--- config.mk ---
export PLATFORM = sky130hd
export DESIGN_NAME = gate_vector_player
export DESIGN_NICKNAME = d
export VERILOG_FILES = /design/src/rtl/gate_vector_player.sv
export SDC_FILE = /design/constraint.sdc
export NUM_CORES = 1
export LEC_CHECK = 0
export CAP_MARGIN = 0
export CELL_PAD_IN_SITES_DETAIL_PLACEMENT = 1
export CELL_PAD_IN_SITES_GLOBAL_PLACEMENT = 1
export CORE_UTILIZATION = 35
export DETAILED_ROUTE_END_ITERATION = 16
export GPL_ROUTABILITY_DRIVEN = 0
export PLACE_DENSITY = 0.76
export SETUP_SLACK_MARGIN = 0.2
export SKIP_CTS_REPAIR_TIMING = 1
export SYNTH_ARGS = -nofsm -noshare
export SYNTH_HDL_FRONTEND = slang
export SYNTH_SLANG_ARGS = --single-unit
export TNS_END_PERCENT = 1
--- constraint.sdc ---
create_clock -name clk -period 4 [get_ports clk]
set_clock_uncertainty 0.2 [all_clocks]
set_input_delay 0.6 -clock clk [delete_from_list [all_inputs] [get_ports clk]]
set_output_delay 0.6 -clock clk [all_outputs]
set_load 0.02 [all_outputs]
--- src/rtl/gate_vector_player.sv ---
// Replays a programmed table of {a,b,c,d} vectors onto the gate block, holds each for
// hold+1 cycles, captures the response, checks it against the table, and streams it out.
module gate_vector_player #(
    parameter int NUM_VEC = 5,
    parameter int HOLD_W  = 4,
    parameter int OUT_W   = 10
) (
    input  logic                       clk,
    input  logic                       rst,
    input  logic                       tbl_wr_en,
    input  logic [$clog2(NUM_VEC)-1:0] tbl_wr_addr,
    input  logic [3:0]                 tbl_wr_vec,
    input  logic [HOLD_W-1:0]          tbl_wr_hold,
    input  logic [OUT_W-1:0]           tbl_wr_exp,
    input  logic                       start,
    output logic [3:0]                 abcd,
    input  logic [OUT_W-1:0]           dut_resp,
    output logic                       resp_valid,
    input  logic                       resp_ready,
    output logic [OUT_W+3:0]           resp_data,
    output logic                       resp_match,
    output logic                       busy,
    output logic                       done,
    output logic [7:0]                 err_count
);

    localparam int ADDR_W = $clog2(NUM_VEC);
    localparam logic [ADDR_W-1:0] LAST_IDX = ADDR_W'(NUM_VEC - 1);

    typedef enum logic [1:0] {IDLE, DRIVE, RESP} state_t;

    logic [3:0]        vec_q  [NUM_VEC];
    logic [HOLD_W-1:0] hold_q [NUM_VEC];
    logic [OUT_W-1:0]  exp_q  [NUM_VEC];

    state_t            state_q;
    logic [ADDR_W-1:0] idx_q;
    logic [HOLD_W-1:0] cnt_q;
    logic [3:0]        abcd_q;
    logic              resp_valid_q;
    logic [OUT_W+3:0]  resp_data_q;
    logic              resp_match_q;
    logic              busy_q;
    logic              done_q;
    logic [7:0]        err_q;

    logic              wr_ok;
    logic              wr_addr0;
    logic [3:0]        vec0_d;
    logic [HOLD_W-1:0] hold0_d;
    logic [ADDR_W-1:0] idx_d;
    logic              match_d;

    function automatic logic [7:0] sat_inc(input logic [7:0] v);
        return (v == 8'hFF) ? v : v + 8'd1;
    endfunction

    // A write landing on entry 0 in the same cycle as start must be seen by the run.
    always_comb begin
        wr_ok    = tbl_wr_en && (state_q == IDLE) && (int'(tbl_wr_addr) < NUM_VEC);
        wr_addr0 = wr_ok && (tbl_wr_addr == '0);
        vec0_d   = wr_addr0 ? tbl_wr_vec  : vec_q[0];
        hold0_d  = wr_addr0 ? tbl_wr_hold : hold_q[0];
        idx_d    = idx_q + 1'b1;
        match_d  = (dut_resp == exp_q[idx_q]);
    end

    always_ff @(posedge clk or posedge rst) begin
        if (rst) begin
            for (int i = 0; i < NUM_VEC; i++) begin
                vec_q[i]  <= '0;
                hold_q[i] <= '0;
                exp_q[i]  <= '0;
            end
        end else if (wr_ok) begin
            vec_q[tbl_wr_addr]  <= tbl_wr_vec;
            hold_q[tbl_wr_addr] <= tbl_wr_hold;
            exp_q[tbl_wr_addr]  <= tbl_wr_exp;
        end
    end

    always_ff @(posedge clk or posedge rst) begin
        if (rst) begin
            state_q      <= IDLE;
            idx_q        <= '0;
            cnt_q        <= '0;
            abcd_q       <= '0;
            resp_valid_q <= 1'b0;
            resp_data_q  <= '0;
            resp_match_q <= 1'b0;
            busy_q       <= 1'b0;
            done_q       <= 1'b0;
            err_q        <= '0;
        end else begin
            done_q <= 1'b0;
            case (state_q)
                IDLE: begin
                    if (start) begin
                        state_q <= DRIVE;
                        idx_q   <= '0;
                        err_q   <= '0;
                        cnt_q   <= hold0_d;
                        abcd_q  <= vec0_d;
                        busy_q  <= 1'b1;
                    end
                end
                DRIVE: begin
                    if (cnt_q == '0) begin
                        resp_data_q  <= {vec_q[idx_q], dut_resp};
                        resp_match_q <= match_d;
                        if (!match_d) begin
                            err_q <= sat_inc(err_q);
                        end
                        resp_valid_q <= 1'b1;
                        state_q      <= RESP;
                    end else begin
                        cnt_q <= cnt_q - 1'b1;
                    end
                end
                RESP: begin
                    // abcd stays on the current vector until the consumer takes the beat.
                    if (resp_ready) begin
                        resp_valid_q <= 1'b0;
                        if (idx_q == LAST_IDX) begin
                            state_q <= IDLE;
                            busy_q  <= 1'b0;
                            done_q  <= 1'b1;
                            abcd_q  <= '0;
                        end else begin
                            idx_q   <= idx_d;
                            cnt_q   <= hold_q[idx_d];
                            abcd_q  <= vec_q[idx_d];
                            state_q <= DRIVE;
                        end
                    end
                end
                default: state_q <= IDLE;
            endcase
        end
    end

    assign abcd       = abcd_q;
    assign resp_valid = resp_valid_q;
    assign resp_data  = resp_data_q;
    assign resp_match = resp_match_q;
    assign busy       = busy_q;
    assign done       = done_q;
    assign err_count  = err_q;

endmodule

==> results.cfg, run 1 <==
[worst_setup_path]
cp-end-kind = register
crit_arrival_ns = 3.62
critPathKind = register to register
cp_slowest_cell = dfrtp_1
critPathTopFamily = simple AND/OR/NAND/NOR gates
crit_path_max_fanout = 23
max_stage_delay_ns = 0.83
path_buf_inv = 1
cp.required_ns = 4.15
cp_cell_sequence = inv_1 > o2111ai_1 > xor2_1 > nand4_1 > nor3_2 > o311ai_0 > nand3_1
cp-start-kind = register
r2r_cells = 7
cp.depth = 7

[logic_synthesis]
syn-cell-area_um2 = 6390
ys_warn_count = 0
syn-num-nets = 583
async_flop_share_pct = 100
yosysSeqAreaShare_pct = 50.5
ys_seq_elements = 129
yosysUniqueCellTypes = 46
ys.flop_type = dfrtp_1
syn_avg_cell_area_um2 = 11.9
synth_enable_flop_cells = 0
syn_inst = 538

[power_and_ir_drop]
ir_worst_vdd_mv = 0.371
p_per_area_nw_per_um2 = 821
power.leakage_nw = 3.30

[flow_run]
cap_violations = 0

[global_route]
grt_pass1_wl_mm = 27.1
grt-ovfl-total = 0
antenna_found_initial = 0
grt_max_degree = 130
grtUsageTotal_pct = 19.5
grt_pass1_vias = 4947

[floorplan]
core_area_um2 = 17900
die-area_um2 = 18800
io_pins = 66
die_h_um = 137
initial_utilization_pct = 35.7
rows = 49
fp.dieW_um = 137

[route]
vias = 4669
via_per_inst = 5.53
post-route-drc-count = 0
detail-route-antenna-nets = 0
drtPass1Iterations = 4
wl_mm = 16.9
wl_per_cell_um = 20.1
drtIter0Drc = 193

[timing]
final.period_utilization_pct = 86.6
fin_hold_ws_ns = 0.304
fin_tns_setup_ns = 0
final_max_slew_viol_count = 0
relSlewSlack_pct = 23.0
worst_pin_slew_ns = 1.15
hold_viol_final = 0
setup_viol = 0
finalCriticalPeriod_ns = 3.46
rsz0062_at_grt = no
max_freq_mhz = 289

[cts]
cts_root_buffer = clkbuf_16
clock_latency_ns = 0.43
clkTransAtPathRegs_ns = 0.06
cts_tree = built
clock_path_buffers = 2
htree_levels = 4
numCtsBuffers = 17
clock_sinks = 129

[worst_hold_path]
hold_depth = 1
hp-class = register to register

[layout]
area_delta_synth_final_pct = 24.9
nets = 647
drive_gt1_share_pct = 26.7
fin_util_pct = 44.6
antenna_cells_inserted = 0

[placed_design]
port_buffers = 65
dp_hpwl_mm = 11.2

[run_status]
status = finished clean
-- cells in the mapped netlist (5+ instances only) --
cell	instances	area, um^2
mux4_2	7	158
xor2_1	10	87.6
mux2i_1	22	220
o21ai_0	29	145
buf_2	12	60.1
nor2_1	25	93.8
a31oi_1	5	31.3
mux2_2	108	1220
nand2_1	35	131
inv_1	13	48.8
clkbuf_1	15	56.3
nand3_1	11	55.1
a22oi_1	5	37.5
dfrtp_1	129	3230
o22ai_1	7	43.8
ha_1	9	113
or4_1	7	52.6
or3_1	5	31.3
a21oi_1	27	135
a211oi_1	6	45.0
-- sequential cells by signal, indices dropped and copies added (netlist names) --
| signal | cells |
|---|---|
| busy | 1 |
| idx_q | 3 |
| done | 1 |
| err_count | 8 |
| resp_valid | 1 |
| abcd | 4 |
| resp_match | 1 |
| cnt_q | 4 |
| exp_q | 50 |
| hold_q | 20 |
| vec_q | 20 |
| resp_data | 14 |
| state_q | 2 |
-- through the flow --
step	setup slack, ns	power, mW	area [um^2]	instances
after CTS	0.557	6.60	7980	844
after detailed placement	0.677	4.77	7310	812
final	0.538	6.55	7980	844
after floorplan	1.37	3.93	6390	538
after global routing	0.322	6.92	7980	844
after global placement	0.925	4.59	7310	812
-- area by class of cell --
cell class | count | area (um^2)
clock buffers | 19 | 443
fillers | 1886 | 9920
inverters | 14 | 56.3
clock inverters | 13 | 234
flip-flops and latches | 129 | 3230
multi-input cells | 365 | 2980
repair buffers | 75 | 751
well taps | 229 | 287
-- per-layer routing --
metal	vias up	part of all wire [%]	global-route usage [%]
met5	-	0	0
met4	0	2.6	8.79
met2	97	50	32.4
li1	2110	-	-
met1	2432	44	24.3
met3	30	3.6	4.04
-- where the power goes --
group / internal [mW] / switching, mW / leakage (nW) / total, mW
Clock: 1.19 / 0.595 / 0.319 / 1.78
Sequential: 1.92 / 0.455 / 1.59 / 2.37
Combinational: 1.21 / 1.19 / 1.38 / 2.40
-- layout by cell type (no fill, tap or decap), types with 4 or more instances in the layout --
cell               n
dfrtp_1          128
mux2_2           108
clkdlybuf4s50_1   65
nand2_1           35
o21ai_0           29
a21oi_1           27
nor2_1            24
mux2i_1           22
clkbuf_16         17
inv_1             12
nand3_1           11
xor2_1            10
ha_1               9
buf_4              8
o22ai_1            7
or4_1              7
mux4_2             7
a211oi_1           6
bufinv_16          6
or3_1              5
a22oi_1            5
a31oi_1            5
nand4_1            4
o2111ai_1          4
o311ai_0           4
clkinvlp_4         4
-- path summary, 6_finish.rpt --
path / startpoint / to / slack (ns)
hold reg to reg: resp_data[1]$_DFFE_PP0P_ / resp_data[1]$_DFFE_PP0P_ / 0.30
min in group asynchronous: rst / resp_data[7]$_DFFE_PP0P_ / 0.49
setup reg to reg: idx_q[2]$_DFFE_PP0P_ / err_count[5]$_DFFE_PP0P_ / 0.54
setup / recovery: idx_q[2]$_DFFE_PP0P_ / err_count[5]$_DFFE_PP0P_ / 0.54
hold / removal: resp_data[1]$_DFFE_PP0P_ / resp_data[1]$_DFFE_PP0P_ / 0.30
max in group asynchronous: rst / idx_q[0]$_DFFE_PP0P_ / 2.52
-- cells by family after synthesis --
logic type                 after synthesis  synth area share (%)
buffers and inverters                   44                  3.11
muxes                                  137                  24.9
DFF                                    129                  50.5
AOI/OAI and AO/OA                      105                  10.2
adders and majority gates                9                  1.76
xor gates and xnor gates                13                  1.78
and+or+nand+nor                        101                  7.65
Note: power is estimated with default switching activity, not from simulation.
==> inputs of run 2 (changes only) <==
--- a/config.mk
+++ b/config.mk
@@ -5,7 +5,7 @@
 export SDC_FILE = /design/constraint.sdc
 export NUM_CORES = 1
 export LEC_CHECK = 0
-export CAP_MARGIN = 0
+export CAP_MARGIN = 25
 export CELL_PAD_IN_SITES_DETAIL_PLACEMENT = 1
 export CELL_PAD_IN_SITES_GLOBAL_PLACEMENT = 1
 export CORE_UTILIZATION = 35
==> run 2 against run 1 <==
  * Final cell count is 0.12% higher
  * Sequential share of layout area is 0.076 points lower
  * Global-route usage did not move
  * Hold slack got worse by 0.00085 ns
  * Register-to-register slack hardly changed
  * Via count is 1.1% lower
  * Sequential cell count is the same
  * Clock-buffer cell count stayed put
  * Design area up 0.19%
  * Largest cell class unchanged
==> results.cfg, run 2 (same netlist as run 1, synthesis figures left out) <==
[layout]
antenna_cells_inserted = 0
multi_input_area_um2 = 2980
area_delta_synth_final_pct = 25.1
fin_util_pct = 44.7
largest_reg_flops = 50
final_common_cell = dfrtp_1
nFillCells = 1887
seq_area_um2 = 3230
nets = 648
top_regs = exp_q x50, hold_q x20, vec_q x20
drive_gt1_share_pct = 26.8
layout_common_cells = dfrtp_1, mux2_2, clkdlybuf4s50_1
finalNonFillerCells = 845
top_register = exp_q

[cts]
clock_latency_ns = 0.43
cts_root_buffer = clkbuf_16
numCtsBuffers = 17
cts_tree = built
htree_levels = 4
clock_path_buffers = 2
clkTransAtPathRegs_ns = 0.06
clock_sinks = 129

[global_route]
grt_max_degree = 130
grtUsageTotal_pct = 19.5
grt_pass1_vias = 4947
antenna_found_initial = 0
grt_pass1_wl_mm = 27.1
grt-ovfl-total = 0

[route]
via_per_inst = 5.47
vias = 4619
drtIter0Drc = 210
wl_mm = 16.9
drtPass1Iterations = 5
detail-route-antenna-nets = 0
post-route-drc-count = 0
wl_per_cell_um = 20.0

[run_status]
status = finished clean

[timing]
max_freq_mhz = 288
hold_viol_final = 0
setup_viol = 0
rsz0062_at_grt = no
final_max_slew_viol_count = 0
fin_tns_setup_ns = 0
worst_pin_slew_ns = 0.865
final.period_utilization_pct = 86.7
finalCriticalPeriod_ns = 3.47
relSlewSlack_pct = 42.3

[placed_design]
dp_hpwl_mm = 11.2
port_buffers = 65
dp_cells = 812

[worst_setup_path]
critPathKind = register to register
cp_cell_sequence = inv_1 > o2111ai_1 > xor2_1 > nand4_1 > nor3_2 > o311ai_0 > nand3_1
crit_path_max_fanout = 23
cp-start-kind = register
cp-end-kind = register
max_stage_delay_ns = 0.83
cp_slowest_cell = dfrtp_1
crit_arrival_ns = 3.62
cp.required_ns = 4.15

[flow_run]
cap_violations = 0

[floorplan]
die-area_um2 = 18800
rows = 49
io_pins = 66
die_h_um = 137
fp.dieW_um = 137
initial_utilization_pct = 35.7
core_area_um2 = 17900

[power_and_ir_drop]
ir_worst_vdd_mv = 0.371
p_per_area_nw_per_um2 = 820
power.leakage_nw = 3.31

[worst_hold_path]
hp-class = register to register
-- run 2: changes by cell type in the layout (fill, tap and decap cells not counted) --
cell,before,now
buf_8,0,1
-- run 2: per-layer routing --
metal | vias to the layer above | track usage, % | share of wire (%)
met1 | 2393 | 24.3 | 44
li1 | 2115 | - | -
met4 | 0 | 8.79 | 2.6
met3 | 28 | 4.04 | 3.6
met5 | - | 0 | 0
met2 | 83 | 32.4 | 50
-- run 2: final cells by class --
class                           count  share of cell area (%)
Tap cell                          229                    3.58
Clock inverter                     13                    2.93
Clock buffer                       19                    5.54
Multi-Input combinational cell    365                    37.3
Sequential cell                   129                    40.4
Inverter                           14                   0.704
Timing Repair Buffer               76                    9.57
-- run 2: through the flow --
step           area [um^2]  power [mW]  worst slack (ns)  hold WS, ns
2_1_floorplan         6390        3.93              1.37        0.270
3_3_place_gp          7310        4.59             0.925        0.282
3_5_place_dp          7310        4.77             0.677        0.290
4_1_cts               7980        6.60             0.557        0.303
5_1_grt               8000        6.93             0.321        0.320
6_report              8000        6.56             0.532        0.303
-- run 2: final timing paths --
kind	startpoint	endpoint	slack (ns)	cells past startpoint
hold reg to reg	resp_data[1]$_DFFE_PP0P_	resp_data[1]$_DFFE_PP0P_	0.30	1
setup reg to reg	idx_q[2]$_DFFE_PP0P_	err_count[5]$_DFFE_PP0P_	0.53	7
setup / recovery	idx_q[2]$_DFFE_PP0P_	err_count[5]$_DFFE_PP0P_	0.53	7
hold / removal	resp_data[1]$_DFFE_PP0P_	resp_data[1]$_DFFE_PP0P_	0.30	1
max in group asynchronous	rst	idx_q[0]$_DFFE_PP0P_	2.54	3
min in group asynchronous	rst	resp_data[7]$_DFFE_PP0P_	0.50	3
-- run 2: worst max-delay path, delay by kind of cell, from the launching register on --
kind / cells / cell delay (ns)
AO/OA/AOI/OAI: 2 / 0.71
XOR/XNOR: 1 / 0.23
buffers and inverters: 1 / 0.43
flip-flops: 1 / 0.83
AND/OR/NAND/NOR: 3 / 0.97
-- run 2: report_power, final --
group / switching [mW] / internal (mW) / total, mW
Clock: 0.598 / 1.19 / 1.78
Sequential: 0.454 / 1.92 / 2.37
Combinational: 1.19 / 1.21 / 2.40
Total: 2.24 / 4.31 / 6.56
==> inputs of run 3 (changes only) <==
--- a/config.mk
+++ b/config.mk
@@ -8,6 +8,7 @@
 export CAP_MARGIN = 25
 export CELL_PAD_IN_SITES_DETAIL_PLACEMENT = 1
 export CELL_PAD_IN_SITES_GLOBAL_PLACEMENT = 1
+export CORE_MARGIN = 4
 export CORE_UTILIZATION = 35
 export DETAILED_ROUTE_END_ITERATION = 16
 export GPL_ROUTABILITY_DRIVEN = 0
==> run 3 against run 2 <==
  * Setup slack gained 0.062 ns
  * Critical endpoint is now err_count[7]$_DFFE_PP0P_
  * Clock-buffer cell count grew 7
  * First-iteration DRC count grew 49%
  * Critical path depth grew 1
  * Critical path type unchanged
  * Wire length grew 4.4%
  * Design area shrank 1.3%
  * Largest power group unchanged
  * Non-clock buffer count grew 1
  * Highest routed layer unchanged
  * Combinational power is essentially flat
  * Clock power shrank 12%
  * Power shrank 3.2%
  * Sequential power is essentially flat
==> results.cfg, run 3 (same netlist as run 1, synthesis figures left out) <==
[run_status]
status = finished clean

[layout]
top_register = exp_q
area_delta_synth_final_pct = 23.5
final_area_um2 = 7890
top_regs = exp_q x50, hold_q x20, vec_q x20
drive_gt1_share_pct = 25.9
nFillCells = 1904
final_common_cell = dfrtp_1
layout_common_cells = dfrtp_1, mux2_2, clkdlybuf4s50_1
nets = 649
fin_util_pct = 43.9
largest_reg_flops = 50
antenna_cells_inserted = 0

[worst_setup_path]
r2r_cells = 8
reg2reg_from = idx_q[0]$_DFFE_PP0P_
r2r_end = err_count[7]$_DFFE_PP0P_
critPathKind = register to register
cp-start-kind = register
cp.required_ns = 4.15
cp-end-kind = register
crit_path_max_fanout = 38
crit_arrival_ns = 3.55
r2r_setup_slack_ns = 0.59

[timing]
rsz0062_at_grt = no
max_freq_mhz = 294
setup_viol = 0
final_max_slew_viol_count = 0
fin_tns_setup_ns = 0
finalCriticalPeriod_ns = 3.41
final.period_utilization_pct = 85.2
hold_viol_final = 0
relSlewSlack_pct = 34.2
worst_pin_slew_ns = 0.987

[global_route]
grtUsageTotal_pct = 18.1
grt_pass1_wl_mm = 28.8
grt_pass1_vias = 5069
antenna_found_initial = 0
grt-ovfl-total = 0
grt_max_degree = 86

[power_and_ir_drop]
p_int_mw = 4.14
ir_worst_vdd_mv = 0.323
power.leakage_nw = 3.27
p_per_area_nw_per_um2 = 804
p_sw_share_pct = 34.8
p_comb_share_pct = 37.8
power.switching_mw = 2.21
clockPowerShare_pct = 24.6
p_seq_share_pct = 37.6
power_mw = 6.35

[cts]
clock_path_buffers = 2
clock_sinks = 129
htree_levels = 4
cts_root_buffer = clkbuf_16
cts_tree = built
numCtsBuffers = 17
clock_latency_ns = 0.42
clkTransAtPathRegs_ns = 0.05

[floorplan]
fp.dieW_um = 143
core_area_um2 = 18000
die-area_um2 = 20500
die_h_um = 143
io_pins = 66
initial_utilization_pct = 35.6
rows = 49

[route]
post-route-drc-count = 0
detail-route-antenna-nets = 0
wl_per_cell_um = 20.9
via_per_inst = 5.51
vias = 4662
drtPass1Iterations = 4
wl_mm = 17.7
drtIter0Drc = 312

[worst_hold_path]
min-delay-start = exp_q[14]$_DFFE_PP0P_
hold_depth = 1
hp-class = register to register
hold_end = exp_q[14]$_DFFE_PP0P_

[flow_run]
cap_violations = 0

[placed_design]
port_buffers = 65
placed_cell_area_um2 = 7310
dp_hpwl_mm = 11.9
## run 3: cell type report
class	instances	area, um^2	area share [%]
clock buffers	26	479	6.07
clock inverters	6	105	1.33
inverters	14	56.3	0.713
multi-input cells	365	2980	37.8
flip-flops and latches	129	3230	40.9
well taps	229	287	3.63
repair buffers	77	753	9.54
## run 3: worst max-delay path by stage
stage          slack [ns]                       end  cells past startpoint                   start
2_1_floorplan        1.37     exp_q[20]$_DFFE_PP0P_                      9  state_q[0]$_DFFE_PP0P_
3_3_place_gp         0.94  err_count[0]$_DFFE_PP0P_                      8    idx_q[0]$_DFFE_PP0P_
3_5_place_dp         0.69  err_count[7]$_DFFE_PP0P_                      8    idx_q[0]$_DFFE_PP0P_
4_1_cts              0.58  err_count[7]$_DFFE_PP0P_                      8    idx_q[0]$_DFFE_PP0P_
5_1_grt              0.38  err_count[7]$_DFFE_PP0P_                      8    idx_q[0]$_DFFE_PP0P_
6_report             0.59  err_count[7]$_DFFE_PP0P_                      8    idx_q[0]$_DFFE_PP0P_
## run 3: metrics by stage
stage	std cells	worst slack (ns)	hold WS [ns]
3_3_place_gp	814	0.936	0.281
4_1_cts	846	0.578	0.307
5_1_grt	846	0.382	0.315
3_5_place_dp	814	0.687	0.291
6_report	846	0.594	0.304
2_1_floorplan	538	1.37	0.270
## run 3: worst max-delay path: stages, from the launching register on
cell and delay, ns:
dfrtp_2 0.93, mux2i_1 0.21, o21ai_0 0.25, o2111ai_1 0.17, xor2_1 0.17, nand4_1 0.19
nor3_2 0.69, o311ai_0 0.33, nand3_1 0.16
## run 3: power by group through the flow
stage | clock network, mW | registers, mW | logic, mW
2_1_floorplan | 0 | 2.34 | 1.60
3_3_place_gp | 0 | 2.33 | 2.25
3_5_place_dp | 0 | 2.39 | 2.38
4_1_cts | 1.59 | 2.38 | 2.42
5_1_grt | 1.65 | 2.46 | 2.64
6_report | 1.56 | 2.38 | 2.40
## run 3: metal layers
metal | GRT usage (%) | share of wire, % | wire length (um) | vias up
met5 | 0 | 0 | 0 | -
met4 | 6.25 | 1.7 | 299 | 0
met3 | 3.88 | 4.1 | 718 | 26
met2 | 30.2 | 50 | 8870 | 91
met1 | 23.4 | 44 | 7780 | 2425
li1 | - | - | - | 2120
